**config.mk**
```make
export PLATFORM = sky130hd
export DESIGN_NAME = music_sequencer
export DESIGN_NICKNAME = d
export VERILOG_FILES = /design/src/rtl/music_pkg.sv /design/src/rtl/music_sequencer_tick_timer.sv /design/src/rtl/music_sequencer.sv
export SDC_FILE = /design/constraint.sdc
export NUM_CORES = 1
export LEC_CHECK = 0
export CAP_MARGIN = 10
export CORE_ASPECT_RATIO = 1.75
export CORE_MARGIN = 1
export CORE_UTILIZATION = 53
export CTS_CLUSTER_DIAMETER = 60
export DETAILED_ROUTE_END_ITERATION = 10
export PLACE_DENSITY = 0.79
export SETUP_SLACK_MARGIN = 0.02
export SLEW_MARGIN = 20
export SYNTH_ARGS = -nofsm -noshare
export SYNTH_HDL_FRONTEND = slang
export SYNTH_HIERARCHICAL = 1
export SYNTH_SLANG_ARGS = --single-unit
```
**constraint.sdc**
```tcl
create_clock -name clk -period 4.69 [get_ports clk]
set_input_delay 0.938 -clock clk [delete_from_list [all_inputs] [get_ports clk]]
set_output_delay 0.938 -clock clk [all_outputs]
set_load 0.01 [all_outputs]
```
**src/rtl/music_pkg.sv**
```systemverilog
// Shared types for the music sequencer: FSM states, slot index, memory depth.
// Build option: MUSIC_SEQ_LOOP_EN (looped playback) is handled in the top.
package music_pkg;

    localparam int NUM_SLOTS = 16;

    typedef logic [3:0] slot_t;

    typedef enum logic [2:0] {
        IDLE,
        REC_WRITE,
        REC_DRAW,
        PLAY_START,
        PLAY_HOLD,
        PLAY_END
    } state_t;

endpackage

```
**src/rtl/music_sequencer_tick_timer.sv**
```systemverilog
// Loadable up-counter with terminal-count compare, shared by all hold timing.
// Exposes its next value so the owner can register outputs that depend on it.
module tick_timer #(
    parameter int W = 25
) (
    input  logic         clk,
    input  logic         reset,
    input  logic         clr,
    input  logic [W-1:0] limit,
    output logic [W-1:0] count,
    output logic [W-1:0] count_nxt,
    output logic         hit
);

    assign count_nxt = clr ? '0 : count + W'(1);
    assign hit       = (count == limit);

    always_ff @(posedge clk) begin
        if (reset) count <= '0;
        else       count <= count_nxt;
    end

endmodule

```
**src/rtl/music_sequencer.sv**
```systemverilog
// Control FSM sequencing note record and playback for the note datapath.
// Define MUSIC_SEQ_LOOP_EN to loop playback until stop_req or reset.
module music_sequencer
    import music_pkg::*;
#(
    parameter int unsigned NOTE_TICKS = 25_000_000,
    parameter int unsigned DRAW_TICKS = 512
) (
    input  logic       clk,
    input  logic       reset,
    input  logic       record_req,
    input  logic       play_req,
    input  logic       stop_req,
    output logic       ld_note,
    output logic       ld_play,
    output logic [3:0] note_counter,
    output logic       display_note,
    output logic       next_note_en,
    output logic [4:0] note_count,
    output logic       full,
    output logic       busy
);

    localparam int TW = 25;

    state_t          state, state_nxt;
    logic [4:0]      count_nxt;
    slot_t           ctr_nxt;
    logic            step, clr, hit, play_nxt;
    logic [TW-1:0]   tick, tick_nxt, limit;

    // REC_WRITE reuses the timer to hold ld_note for exactly two cycles
    always_comb begin
        case (state)
            REC_WRITE: limit = TW'(1);
            REC_DRAW:  limit = TW'(DRAW_TICKS - 1);
            default:   limit = TW'(NOTE_TICKS - 1);
        endcase
    end

    tick_timer #(.W(TW)) u_timer (
        .clk       (clk),
        .reset     (reset),
        .clr       (clr),
        .limit     (limit),
        .count     (tick),
        .count_nxt (tick_nxt),
        .hit       (hit)
    );

    always_comb begin
        state_nxt = state;
        count_nxt = note_count;
        ctr_nxt   = note_counter;
        step      = 1'b0;
        unique case (state)
            IDLE: begin
                ctr_nxt = '0;
                if (play_req && note_count != 5'd0)
                    state_nxt = PLAY_START;
                else if (record_req && !full)
                    state_nxt = REC_WRITE;
            end
            REC_WRITE: begin
                if (hit) begin
                    state_nxt = REC_DRAW;
                    count_nxt = note_count + 5'd1;
                end
            end
            REC_DRAW: begin
                if (hit) state_nxt = IDLE;
            end
            PLAY_START: begin
                state_nxt = PLAY_HOLD;
            end
            PLAY_HOLD: begin
                if (stop_req) begin
                    state_nxt = IDLE;
                    ctr_nxt   = '0;
                end else if (hit) begin
                    if (note_counter == slot_t'(note_count - 5'd1)) begin
`ifdef MUSIC_SEQ_LOOP_EN
                        ctr_nxt = '0;
                        step    = 1'b1;
`else
                        state_nxt = PLAY_END;
                        ctr_nxt   = '0;
`endif
                    end else begin
                        ctr_nxt = note_counter + slot_t'(1);
                        step    = 1'b1;
                    end
                end
            end
            PLAY_END: begin
                state_nxt = IDLE;
                ctr_nxt   = '0;
            end
            default: begin
                state_nxt = IDLE;
                ctr_nxt   = '0;
            end
        endcase
        // PLAY_START is tick 0 of the first note, so entering PLAY_HOLD keeps counting
        clr = step ||
              (state_nxt != state && state_nxt != PLAY_HOLD);
        play_nxt = (state_nxt == PLAY_START) ||
                   (state_nxt == PLAY_HOLD);
    end

    always_ff @(posedge clk) begin
        if (reset) begin
            state        <= IDLE;
            ld_note      <= 1'b0;
            ld_play      <= 1'b0;
            note_counter <= '0;
            display_note <= 1'b0;
            next_note_en <= 1'b0;
            note_count   <= '0;
            full         <= 1'b0;
            busy         <= 1'b0;
        end else begin
            state        <= state_nxt;
            ld_note      <= (state_nxt == REC_WRITE);
            ld_play      <= play_nxt;
            note_counter <= ctr_nxt;
            display_note <= (state_nxt == REC_DRAW) ||
                            (play_nxt && tick_nxt < TW'(DRAW_TICKS));
            next_note_en <= (state_nxt == PLAY_START) || step;
            note_count   <= count_nxt;
            full         <= (count_nxt == 5'(NUM_SLOTS));
            busy         <= (state_nxt != IDLE);
        end
    end

endmodule

```
==> results of run 1 <==
## what timing repair did
item | in CTS | in global routing
gates resized for setup | 0 | 4
buffers inserted | 0 | 0
endpoints found under the setup margin | 0 | 1
## metal layers
layer / routed length, µm / track usage (%) / part of all wire [%] / vias up
met5: 0 / 0 / 0 / -
met1: 2527 / 25.68 / 38 / 1150
met3: 138 / 3.179 / 2.1 / 20
li1: - / - / - / 1226
met4: 264 / 13.70 / 4.0 / 0
met2: 3739 / 48.14 / 56 / 50
## cell usage in the layout, fill, tap and decap left out, types with 3 or more instances in the layout
master                             n
sky130_fd_sc_hd__nor2_1           45
sky130_fd_sc_hd__nand2_1          17
sky130_fd_sc_hd__clkbuf_8          5
sky130_fd_sc_hd__nand3_1          14
sky130_fd_sc_hd__mux2_2            4
sky130_fd_sc_hd__a31oi_1           3
sky130_fd_sc_hd__o31ai_1           3
sky130_fd_sc_hd__xor2_1           22
sky130_fd_sc_hd__and3_1           10
sky130_fd_sc_hd__nand4_1          15
sky130_fd_sc_hd__conb_1            6
sky130_fd_sc_hd__dfxtp_1          43
sky130_fd_sc_hd__buf_4             7
sky130_fd_sc_hd__nor3_1           11
sky130_fd_sc_hd__a211oi_1          3
sky130_fd_sc_hd__nor4_1            8
sky130_fd_sc_hd__xnor2_1          26
sky130_fd_sc_hd__clkdlybuf4s50_1  19
sky130_fd_sc_hd__o21ai_0           8
sky130_fd_sc_hd__ha_1              4
sky130_fd_sc_hd__inv_1             8
sky130_fd_sc_hd__a21oi_1          21
sky130_fd_sc_hd__nor2b_1           7
sky130_fd_sc_hd__or4_4             3
## through the flow
stage,cells,cell area [µm²],power [µW]
global placement,404,3022,437.1
global route,411,3149,745.7
CTS,411,3128,721.5
detailed placement,404,3022,437.5
floorplan,346,2820,419.1
finish,411,3149,715.7
## how the worst min path moves through the flow
| stage | start | end | slack [ps] | cells after the start |
|---|---|---|---|---|
| 6_report | u_timer/count[0] | u_timer/count[0] | 540 | 1 |
| 3_5_place_dp | u_timer/count[0] | u_timer/count[0] | 520 | 1 |
| 4_1_cts | u_timer/count[0] | u_timer/count[0] | 540 | 1 |
| 5_1_grt | u_timer/count[0] | u_timer/count[0] | 550 | 1 |
| 2_1_floorplan | u_timer/count[24] | u_timer/count[24] | 480 | 2 |
| 3_3_place_gp | u_timer/count[24] | u_timer/count[24] | 510 | 2 |
## power by group
group | total, µW | internal [µW] | leakage (µW) | switching [µW]
registers | 373 | 368 | 0.000348 | 4.61
logic | 58.0 | 23.7 | 0.000769 | 34.3
clock network | 285 | 156 | 0.0000502 | 129
## registers in the layout (all words and copies together), names as in the netlist
register	count
note_count	5
display_note	1
ld_play	1
note_counter	4
ld_note	1
state	3
full	1
next_note_en	1
u_timer/count	25
busy	1
## final cells by class
type	instances	area, µm²	area share [%]
clock buffer	5	68.82	2.185
clock inverter	2	37.54	1.192
inverter	8	30.03	0.9535
multi-input combinational	273	1842	58.48
sequential	43	860.8	27.33
tap	54	67.56	2.145
timing repair buffer	26	242.7	7.708
## worst reg2reg max path: cells and delay by family (launching register included)
family	cells	cell delay (ps)
AND/OR/NAND/NOR	7	1750
flip-flops	1	570
multiplexers	1	260
buffers and inverters	2	470
AO/OA/AOI/OAI	5	860
XOR/XNOR	1	160
==> metrics.md, run 1 <==
| Metric | Value |
|---|---|
| Worst vdd ir | 0.1622 mV |
| Hold violation count in the final report | 0 |
| Number of global-route vias before repair | 2334 |
| Source-to-sink clock delay at the later pin of the worst-skew pair | between 200 and 300 ps |
| Area growth from synthesis to final layout | 12.42% |
| All-Layer GR Usage | 25.34% |
| Setup TNS Final | 0 ps |
| Residual overflow from global routing | 0 |
| Fill count | 443 |
| Yosys warning total | 6 |
| Cell class contributing the biggest share of worst-path delay | simple AND/OR/NAND/NOR gates |
| Peak Freq | 242.5 MHz |
| Worst-case setup slack after placement | 364.4 ps |
| Pin count of the biggest net entering global routing | 27 |
| Die height | 98.18 µm |
| Net count reported at finish | approximately 370 |
| Static leakage | 0.001166 µW |
| CTS tree | done |
| Post-DP HPWL | 5114 µm |
| Total Routed Length | 6670 µm |
| Capturing instance or port of the critical path | display_note |
| Run status | complete, no violations |
| Number of stages on the worst setup path | 16 |
| Via/cell ratio | 5.951 |
| Worst hold margin | approximately 540 ps |
| Period minus WS final | 4123 ps |
| Post-Route Skew | 7.328 ps |
| Worst-case register-to-register setup slack | 570 ps |
| Wire length of the first global-routing pass | 11190 µm |
| Number of pins exceeding their max-slew limit in the final report | 0 |
| Count of standard-cell rows | 34 |
| Cts hold-fix bufs | 0 |
| Share of post-route cells with drive strength above 1 | a little under an eighth |
| Number of top-level design ports | 20 |
| Critical path start-end classification | reg -> reg |
| Post-synthesis cell count | 342 |
| Post-route fraction of the period consumed by the critical path | 87.92% |
| Initial standard-cell utilization of the core | 55.81% |
| Worst Max-Slew Pin Slew | 810.1 ps |
| Avg Inst Size Synth | approximately 8 µm² |
| Die W | 56.96 µm |
| Setup crit start kind | register |
| Core area | 0.005020 mm² |
| Worst-case clock buffer depth | 2 |
| Data required, critical path | 4920 ps |
| Number of buffers added by the clock tree synthesis step | 5 |
| Max capacitance violation total | 0 |
| # H-tree levels | 2 |
| Worst min path class | reg -> reg |
| RSZ-0062 raised after global routing | no |
| Synthesized area | 0.002801 mm² |
| Routed wire length per instance | 16.23 µm |
| Number of setup violations in the final report | 0 |
| Library cell used as clock root buffer | sky130_fd_sc_hd__clkbuf_8 |
| Max-slew headroom | a little under half |
| Routed Antenna Nets | 0 |
| Worst-path fanout max | 21 |
| Count of unresolved DRC violations after routing | 0 |
| Clock transition at the registers of the reported paths | ~90 ps |
| Critical path arrival | 4350 ps |
| Delay of the slowest critical-path stage | ~570 ps |
| Crit-path cells | nor3b_2 > a21oi_4 > xor2_1 > nor4_1 > nand4_1 > nor4_2 > inv_1 > a22oi_1 > buf_4 > nor2_1 > mux2_2 > nor4_1 > nand4_1 > a31oi_1 > o2111ai_1 > a21oi_1 |
| Max stage delay cell, worst path | sky130_fd_sc_hd__dfxtp_1 |
| Power per unit of standard cell area | 227.3 mW/mm² |
| Setup ws final | 566.7 ps |
| Number of violations reported at the end of detailed-routing iteration 0 | about 140 |
| Initial antenna violation count | 0 |
| TritonCTS sink count | 43 |
| Buffer and inverter count on the worst path | 2 |
| Pre-Repair DR Iteration Count | 5 |
| Total number of vias | 2446 |
| Type of element capturing the critical path | register |
| Critical path origin | state[1] |
| Post-layout utilization of the core | 62.74% |
| Total inserted antenna cells | 0 |
| Number of buffers added on ports | 19 |
| Reg-to-reg endpoint | display_note |
| Launch instance of the worst register-to-register path | state[1] |
| Reg2Reg Depth | 16 |
| Die ar. | 0.005592 mm² |
| Final weighted congestion in routability-driven placement | 0.9689 |
(Power assumes the default switching activity.)
==> run 2: changes to the inputs <==
--- a/config.mk
+++ b/config.mk
@@ -8,13 +8,12 @@
 export CAP_MARGIN = 10
 export CORE_ASPECT_RATIO = 1.75
 export CORE_MARGIN = 1
-export CORE_UTILIZATION = 53
+export CORE_UTILIZATION = 52
 export CTS_CLUSTER_DIAMETER = 60
 export DETAILED_ROUTE_END_ITERATION = 10
-export PLACE_DENSITY = 0.79
+export PLACE_DENSITY = 0.75
 export SETUP_SLACK_MARGIN = 0.02
 export SLEW_MARGIN = 20
 export SYNTH_ARGS = -nofsm -noshare
 export SYNTH_HDL_FRONTEND = slang
-export SYNTH_HIERARCHICAL = 1
 export SYNTH_SLANG_ARGS = --single-unit
==> run 2 against run 1 <==
Cell area shrank 12%. Fmax grew 42%. Critical path type unchanged. Highest routed layer unchanged. Core utilization shrank 3.7 points.
==> metrics.md, run 2 <==
| Metric | Value |
|---|---|
| Share of post-route cells with drive strength above 1 | 7.261% (-4.2 points) |
| Count of unresolved DRC violations after routing | 0 (unchanged) |
| Number of non-filler instances in the completed layout | 355 (-14%) |
| Net count reported at finish | 311 (-15%) |
| Max-slew headroom | 45.21% (-0.080 points) |
| Post-synthesis cell count | 297 (-13%) |
| Count of standard-cell rows | 33 (-2.9%) |
| Worst-case clock buffer depth | 2 (unchanged) |
| Setup ws final | 1788 ps (+1222 ps) |
| Area growth from synthesis to final layout | 9.330% |
| Top reg by flops | u_timer.count |
| Peak Freq | 344.6 MHz (+42%) |
| Residual overflow from global routing | 0 (unchanged) |
| Post-place instance area | 0.002658 mm² (-12%) |
| Worst min path class | reg -> reg |
| Cell class contributing the biggest share of worst-path delay | simple AND/OR/NAND/NOR gates |
| Static leakage | 0.0009260 µW (-21%) |
| Fraction of registers with async set or reset after synthesis | 0% |
| Syn nets | 306 |
| Number of pins exceeding their max-slew limit in the final report | 0 (unchanged) |
| Leading cell types by total area after synthesis | sky130_fd_sc_hd__dfxtp_1, sky130_fd_sc_hd__xnor2_1, sky130_fd_sc_hd__nor2_1, sky130_fd_sc_hd__xor2_1, sky130_fd_sc_hd__nand3_1 |
| Pre-Repair DR Iteration Count | 4 (-1) |
| Die height | 94.11 µm (-4.1%) |
| Share of synthesized cell area in and, or, nand and nor gates | 29.98% |
| Number of violations reported at the end of detailed-routing iteration 0 | 33 (-76%) |
| Leading registers by flop count | u_timer.count: 25 flops, note_count: 5 flops, note_counter: 4 flops |
| Top cell type's share of synthesized area | about a third |
| Worst vdd ir | 0.1846 mV (+14%) |
| Setup crit start kind | register |
| Number of setup violations in the final report | 0 (unchanged) |
| Critical path start-end classification | reg -> reg |
| Max stage delay cell, worst path | sky130_fd_sc_hd__or2_1 |
| Cts hold-fix bufs | 0 (unchanged) |
| Synth Area in Compound Gates | 11.51% |
| Worst Max-Slew Pin Slew | 821.8 ps (+11.79 ps) |
| Total Routed Length | 5612 µm (-16%) |
| Number of buffers added by the clock tree synthesis step | 5 (unchanged) |
| # H-tree levels | 2 (unchanged) |
| TritonCTS sink count | 43 (unchanged) |
| Library cell used as clock root buffer | sky130_fd_sc_hd__clkbuf_8 |
| Avg Inst Size Synth | 8.489 µm² (+3.6%) |
| Synth cell count leaders | sky130_fd_sc_hd__nor2_1, sky130_fd_sc_hd__dfxtp_1, sky130_fd_sc_hd__xnor2_1 |
| Routed Antenna Nets | 0 (unchanged) |
| Power per unit of standard cell area | 273.9 mW/mm² (+21%) |
| Adder-cell area share of the yosys netlist | between 1.5 and 2% |
| Final weighted congestion in routability-driven placement | 0.8809 (-9.1%) |
| Period minus WS final | 2902 ps (-1222 ps) |
| Initial standard-cell utilization of the core | 54.04% (-1.8 points) |
| Clock transition at the registers of the reported paths | 90 ps (about the same) |
| Post-synthesis sequential element count | 43 |
| Share of synthesized area occupied by flip-flops and latches | 34.14% |
| Post-route fraction of the period consumed by the critical path | 61.87% (-26 points) |
| Number of buffers inserted to repair setup after CTS | 0 (unchanged) |
| Delay of the slowest critical-path stage | 680 ps (+110 ps) |
| Post-DP HPWL | 4162 µm (-19%) |
| Hold violation count in the final report | 0 (unchanged) |
| Largest register FFs | 25 (unchanged) |
| Ys flop type | sky130_fd_sc_hd__dfxtp_1 |
| Initial antenna violation count | 0 (unchanged) |
| Via/cell ratio | 5.975 (+0.39%) |
| Worst-case setup slack after placement | 1790 ps (+1426 ps) |
| Critical path arrival | 3060 ps (-1290 ps) |
| Synthesized area | 0.002521 mm² (-10%) |
| Number of top-level design ports | 20 (unchanged) |
| Number of buffers added on ports | 19 (unchanged) |
| Crit-path cells | nor3b_2 > nand3_2 > a211oi_4 > nand2_2 > a21oi_1 > or2_1 > nor2_1 |
| Total number of vias | 2121 (-13%) |
| Core area | 0.004666 mm² (-7.1%) |
| Dominant cell by count in the synthesized netlist | sky130_fd_sc_hd__nor2_1 |
| Max capacitance violation total | 0 (unchanged) |
| Post-route cell area | 0.002756 mm² (-12%) |
| Commonest non-fill, non-tap cells in the layout | sky130_fd_sc_hd__nor2_1, sky130_fd_sc_hd__dfxtp_1, sky130_fd_sc_hd__xnor2_1 |
| Number of enable-type register cells in the synthesized netlist | 0 |
| Gates resized, CTS repair | 0 (unchanged) |
| Multiplexer area fraction after synthesis | 3.226% |
| Die ar. | 0.005142 mm² (-8.1%) |
| Post-Route Skew | 7.469 ps (+0.1410 ps) |
| Number of global-route vias before repair | 2037 (-13%) |
| Routed wire length per instance | 15.81 µm (-2.6%) |
| Wire length of the first global-routing pass | 9384 µm (-16%) |
| Die W | 54.64 µm (-4.1%) |
| Run status | complete, no violations |
| All-Layer GR Usage | 25.11% (-0.23 points) |
| CTS tree | done |
| Synth area leader | sky130_fd_sc_hd__dfxtp_1 |
| Most common cell after layout, fill and taps aside | sky130_fd_sc_hd__nor2_1 |
| Cell count after placement | 347 (-14%) |
| Setup TNS Final | 0 ps (unchanged) |
| Source-to-sink clock delay at the later pin of the worst-skew pair | 300 ps (about the same) |
| Number of distinct library cells after synthesis | 55 |
| Xor-xnor portion of the synthesized cell area | 13.55% |
| Buffer and inverter count on the worst path | 0 (-2) |
| Data required, critical path | 4840 ps (-80 ps) |
| Worst-path fanout max | 25 (+19%) |
| RSZ-0062 raised after global routing | no |
| Type of element capturing the critical path | register |
| Total inserted antenna cells | 0 (unchanged) |
| Yosys warning total | 0 (-6) |
| Pin count of the biggest net entering global routing | 26 (-3.7%) |
| Dominant combinational cell family by area after synthesis | simple AND/OR/NAND/NOR gates |
[run 2: changes by cell type in the layout (fill, tap and decap cells not counted), sizes merged, moves of 6 or more]
cell / previous run / this run
nor2b: 7 / 0
nand4: 17 / 10
buf: 7 / 0
xor2: 22 / 16
mux2i: 1 / 7
conb: 6 / 0
a21oi: 23 / 5
[run 2: layout make-up]
| type | count | area, µm² |
|---|---|---|
| clock buffer | 6 | 82.58 |
| clock inverter | 2 | 16.27 |
| fill | 431 | 1909 |
| inverter | 6 | 22.52 |
| multi-input combinational | 227 | 1519 |
| sequential | 43 | 860.8 |
| tap | 52 | 65.06 |
| timing repair buffer | 19 | 190.2 |
[run 2: per-layer routing]
layer / part of all wire (%) / vias up / track usage (%) / wire (µm)
li1: - / 1051 / - / -
met1: 38 / 1007 / 25.55 / 2122
met2: 55 / 45 / 44.58 / 3104
met3: 3.0 / 18 / 4.693 / 169
met4: 3.8 / 0 / 13.89 / 216
met5: 0 / - / 0 / 0
[run 2: cell families after synthesis]
family                     Yosys count
and+or+nand+nor                    140
AOI/OAI and AO/OA                   36
xor gates and xnor gates            39
muxes                                8
adders and majority gates            4
DFF                                 43
buffers and inverters               27
[run 2: through the flow]
stage,util (%),total power (µW),hold WS [ps]
after CTS,59.08,759.8,482.9
after global placement,56.96,508.2,454.6
final,59.08,755.0,478.2
after detailed placement,56.96,510.4,459.9
after floorplan,-,482.8,433.4
after global routing,59.08,786.9,536.1
[run 2: where the power goes]
part	switching [µW]	internal (µW)	total [µW]
Sequential	17.3	377	394
Clock	134	120	254
Combinational	59.0	47.4	106
Total	210	545	755
[run 2: path summary, 6_finish.rpt]
check	startpoint	to	slack, ps	cells after the start
worst max-delay path	state[0]	u_timer.count[5]	1790	7
worst max register to register	state[0]	u_timer.count[5]	1790	7
worst min-delay path	u_timer.count[0]	u_timer.count[0]	480	1
worst min register to register	u_timer.count[0]	u_timer.count[0]	480	1
==> run 3: changes to the inputs <==
--- a/config.mk
+++ b/config.mk
@@ -8,10 +8,10 @@
 export CAP_MARGIN = 10
 export CORE_ASPECT_RATIO = 1.75
 export CORE_MARGIN = 1
-export CORE_UTILIZATION = 52
+export CORE_UTILIZATION = 58
 export CTS_CLUSTER_DIAMETER = 60
 export DETAILED_ROUTE_END_ITERATION = 10
-export PLACE_DENSITY = 0.75
+export PLACE_DENSITY = 0.79
 export SETUP_SLACK_MARGIN = 0.02
 export SLEW_MARGIN = 20
 export SYNTH_ARGS = -nofsm -noshare
==> constraint.sdc (replaced) <==
create_clock -name clk -period 2.81 [get_ports clk]
set_input_delay 0.562 -clock clk [delete_from_list [all_inputs] [get_ports clk]]
set_output_delay 0.562 -clock clk [all_outputs]
set_load 0.01 [all_outputs]
==> run 3 against run 2 <==
Hold slack improved by 0.96 ps. Global-route usage rose by 2.0 points. Critical path depth rose by 1. Cell area is 0.77% higher. First-iteration DRC count increased by 100%. Count of clock-buffer cells in the layout unchanged. Sequential power is 66% higher. Register-to-register slack got worse by 1500 ps. Total power up 65%. Clock power increased by 56%.
==> metrics.md, run 3 (synthesis results as in run 2) <==
| Metric | Value |
|---|---|
| Die height | 89.22 µm (-5.2%) |
| Total Routed Length | 5660 µm (+0.86%) |
| Post-Route Skew | 6.254 ps (-1.215 ps) |
| Period minus WS final | 2557 ps (-344.8 ps) |
| Number of violations reported at the end of detailed-routing iteration 0 | 67 (+100%) |
| Launch instance of the worst register-to-register path | state[0] |
| Worst Max-Slew Pin Slew | 647.3 ps (-174.6 ps) |
| Worst-case clock buffer depth | 2 (unchanged) |
| Count of standard-cell rows | 31 (-6.1%) |
| Total inserted antenna cells | 0 (unchanged) |
| Hold violation count in the final report | 0 (unchanged) |
| Power per unit of standard cell area | 448.2 mW/mm² (+64%) |
| Worst vdd ir | 0.3382 mV (+83%) |
| Met1 Resource Use GR | 27.04% (+1.5 points) |
| Met3 GRT Util | 3.231% (-1.5 points) |
| Commonest non-fill, non-tap cells in the layout | sky130_fd_sc_hd__nor2_1, sky130_fd_sc_hd__dfxtp_1, sky130_fd_sc_hd__xnor2_1 |
| Leading registers by flop count | u_timer.count: 25 flops, note_count: 5 flops, note_counter: 4 flops |
| Die W | 51.84 µm (-5.1%) |
| Wire length of the first global-routing pass | 9342 µm (-0.45%) |
| Pre-Repair DR Iteration Count | 4 (unchanged) |
| TritonCTS sink count | 43 (unchanged) |
| Cell count after placement | 349 (+0.58%) |
| Top reg by flops | u_timer.count |
| Critical path start-end classification | reg -> reg |
| Clock transition at the registers of the reported paths | 90 ps (about the same) |
| Total number of vias | 2110 (-0.52%) |
| CTS tree | done |
| Initial antenna violation count | 0 (unchanged) |
| Area growth from synthesis to final layout | 10.17% |
| Data required, critical path | 2990 ps (-1850 ps) |
| Library cell used as clock root buffer | sky130_fd_sc_hd__clkbuf_8 |
| Post-DP HPWL | 4186 µm (+0.57%) |
| Via/cell ratio | 5.910 (-1.1%) |
| Post-route cell area | 0.002778 mm² (+0.77%) |
| # H-tree levels | 2 (unchanged) |
| Source-to-sink clock delay at the later pin of the worst-skew pair | 300 ps (about the same) |
| Residual overflow from global routing | 0 (unchanged) |
| Number of pins exceeding their max-slew limit in the final report | 0 (unchanged) |
| Net count reported at finish | 316 (+1.6%) |
| Largest register FFs | 25 (unchanged) |
| Max-slew headroom | 56.24% (+11 points) |
| Count of unresolved DRC violations after routing | 0 (unchanged) |
| Number of non-filler instances in the completed layout | 357 (+0.56%) |
| Core area | 0.004150 mm² (-11%) |
| Number of buffers added by the clock tree synthesis step | 5 (unchanged) |
| All-Layer GR Usage | 27.15% (+2.0 points) |
| Pin count of the biggest net entering global routing | 26 (unchanged) |
| Share of post-route cells with drive strength above 1 | 8.766% (+1.5 points) |
| Worst min path class | reg -> reg |
| Number of top-level design ports | 20 (unchanged) |
| Number of setup violations in the final report | 0 (unchanged) |
| Number of buffers added on ports | 19 (unchanged) |
| Routing usage on met2 | 51.40% (+6.8 points) |
| Type of element capturing the critical path | register |
| RSZ-0062 raised after global routing | no |
| Critical path arrival | 2740 ps (-320 ps) |
| Run status | complete, no violations |
| Worst-path fanout max | 25 (unchanged) |
| Number of global-route vias before repair | 2039 (+0.098%) |
| Post-route fraction of the period consumed by the critical path | 91.00% (+29 points) |
| Final weighted congestion in routability-driven placement | 0.8928 (+1.4%) |
| Routed wire length per instance | 15.85 µm (+0.29%) |
| Fill count | 329 (-24%) |
| Setup crit start kind | register |
| Area of combinational cells with multiple inputs | 0.001519 mm² (unchanged) |
| Cts hold-fix bufs | 0 (unchanged) |
| Area of all sequential standard cells | 862.1 µm² (+0.15%) |
| Post-place instance area | 0.002691 mm² (+1.3%) |
| Critical path origin | state[0] |
| Routed Antenna Nets | 0 (unchanged) |
| Initial standard-cell utilization of the core | 60.75% (+6.7 points) |
| Start point of the worst hold path | u_timer.count[0] |
| Peak Freq | 391.1 MHz (+13%) |
| Die ar. | 0.004625 mm² (-10%) |
| Most common cell after layout, fill and taps aside | sky130_fd_sc_hd__nor2_1 |
| Setup TNS Final | 0 ps (unchanged) |
| Static leakage | 0.0009449 µW (+2.0%) |
| Max capacitance violation total | 0 (unchanged) |
| Most crowded layer after global routing | met2 |
## run 3: power breakdown
group	total [µW]	switching, µW	internal [µW]
Combinational	195	110	85.2
Clock	395	221	174
Sequential	655	25.4	630
Total	1240	356	889
## run 3: repair_timing
action | CTS | global route
setup buffers | 0 | 0
resized for setup | 0 | 1
endpoints found under the setup margin | 0 | 9
## run 3: critical path, cell delays in order, from the launching register on
cell and delay, ps:
sky130_fd_sc_hd__dfxtp_1 480, sky130_fd_sc_hd__nor3b_2 380, sky130_fd_sc_hd__nand3_2 140, sky130_fd_sc_hd__a211oi_4 370, sky130_fd_sc_hd__nand2_2 260, sky130_fd_sc_hd__a21oi_1 300, sky130_fd_sc_hd__or2_1 140, sky130_fd_sc_hd__buf_4 270
sky130_fd_sc_hd__nor2_1 90
## run 3: final cells by class
| cell class | count | area share [%] |
|---|---|---|
| Clock buffer | 6 | 2.613 |
| Multi-Input combinational cell | 227 | 54.68 |
| Tap cell | 49 | 2.207 |
| Sequential cell | 43 | 31.04 |
| Clock inverter | 2 | 0.4505 |
| Timing Repair Buffer | 24 | 8.198 |
| Inverter | 6 | 0.8108 |
## run 3: worst paths after layout
kind                 endpoint  slack [ps]  cells after the start
min          u_timer.count[0]         480                      1
min reg2reg  u_timer.count[0]         480                      1
max reg2reg  u_timer.count[8]         250                      8
max          u_timer.count[8]         250                      8
## run 3: stage by stage
stage | hold slack, ps | util (%) | total power (µW) | setup slack, ps
3_3_place_gp | 458.6 | 64.85 | 859.8 | 336.5
3_5_place_dp | 459.6 | 64.85 | 863.9 | 259.0
2_1_floorplan | 433.4 | - | 805.8 | 640.0
6_report | 479.2 | 66.93 | 1245 | 253.0
5_1_grt | 522.1 | 66.93 | 1299 | 26.24
4_1_cts | 478.8 | 66.90 | 1249 | 226.3
## run 3: per-layer routing
metal  vias up  share of wire, %
met5         -                 0
met4         0               4.3
met3        17               2.1
met2        51                55
met1       984                39
li1       1058                 -
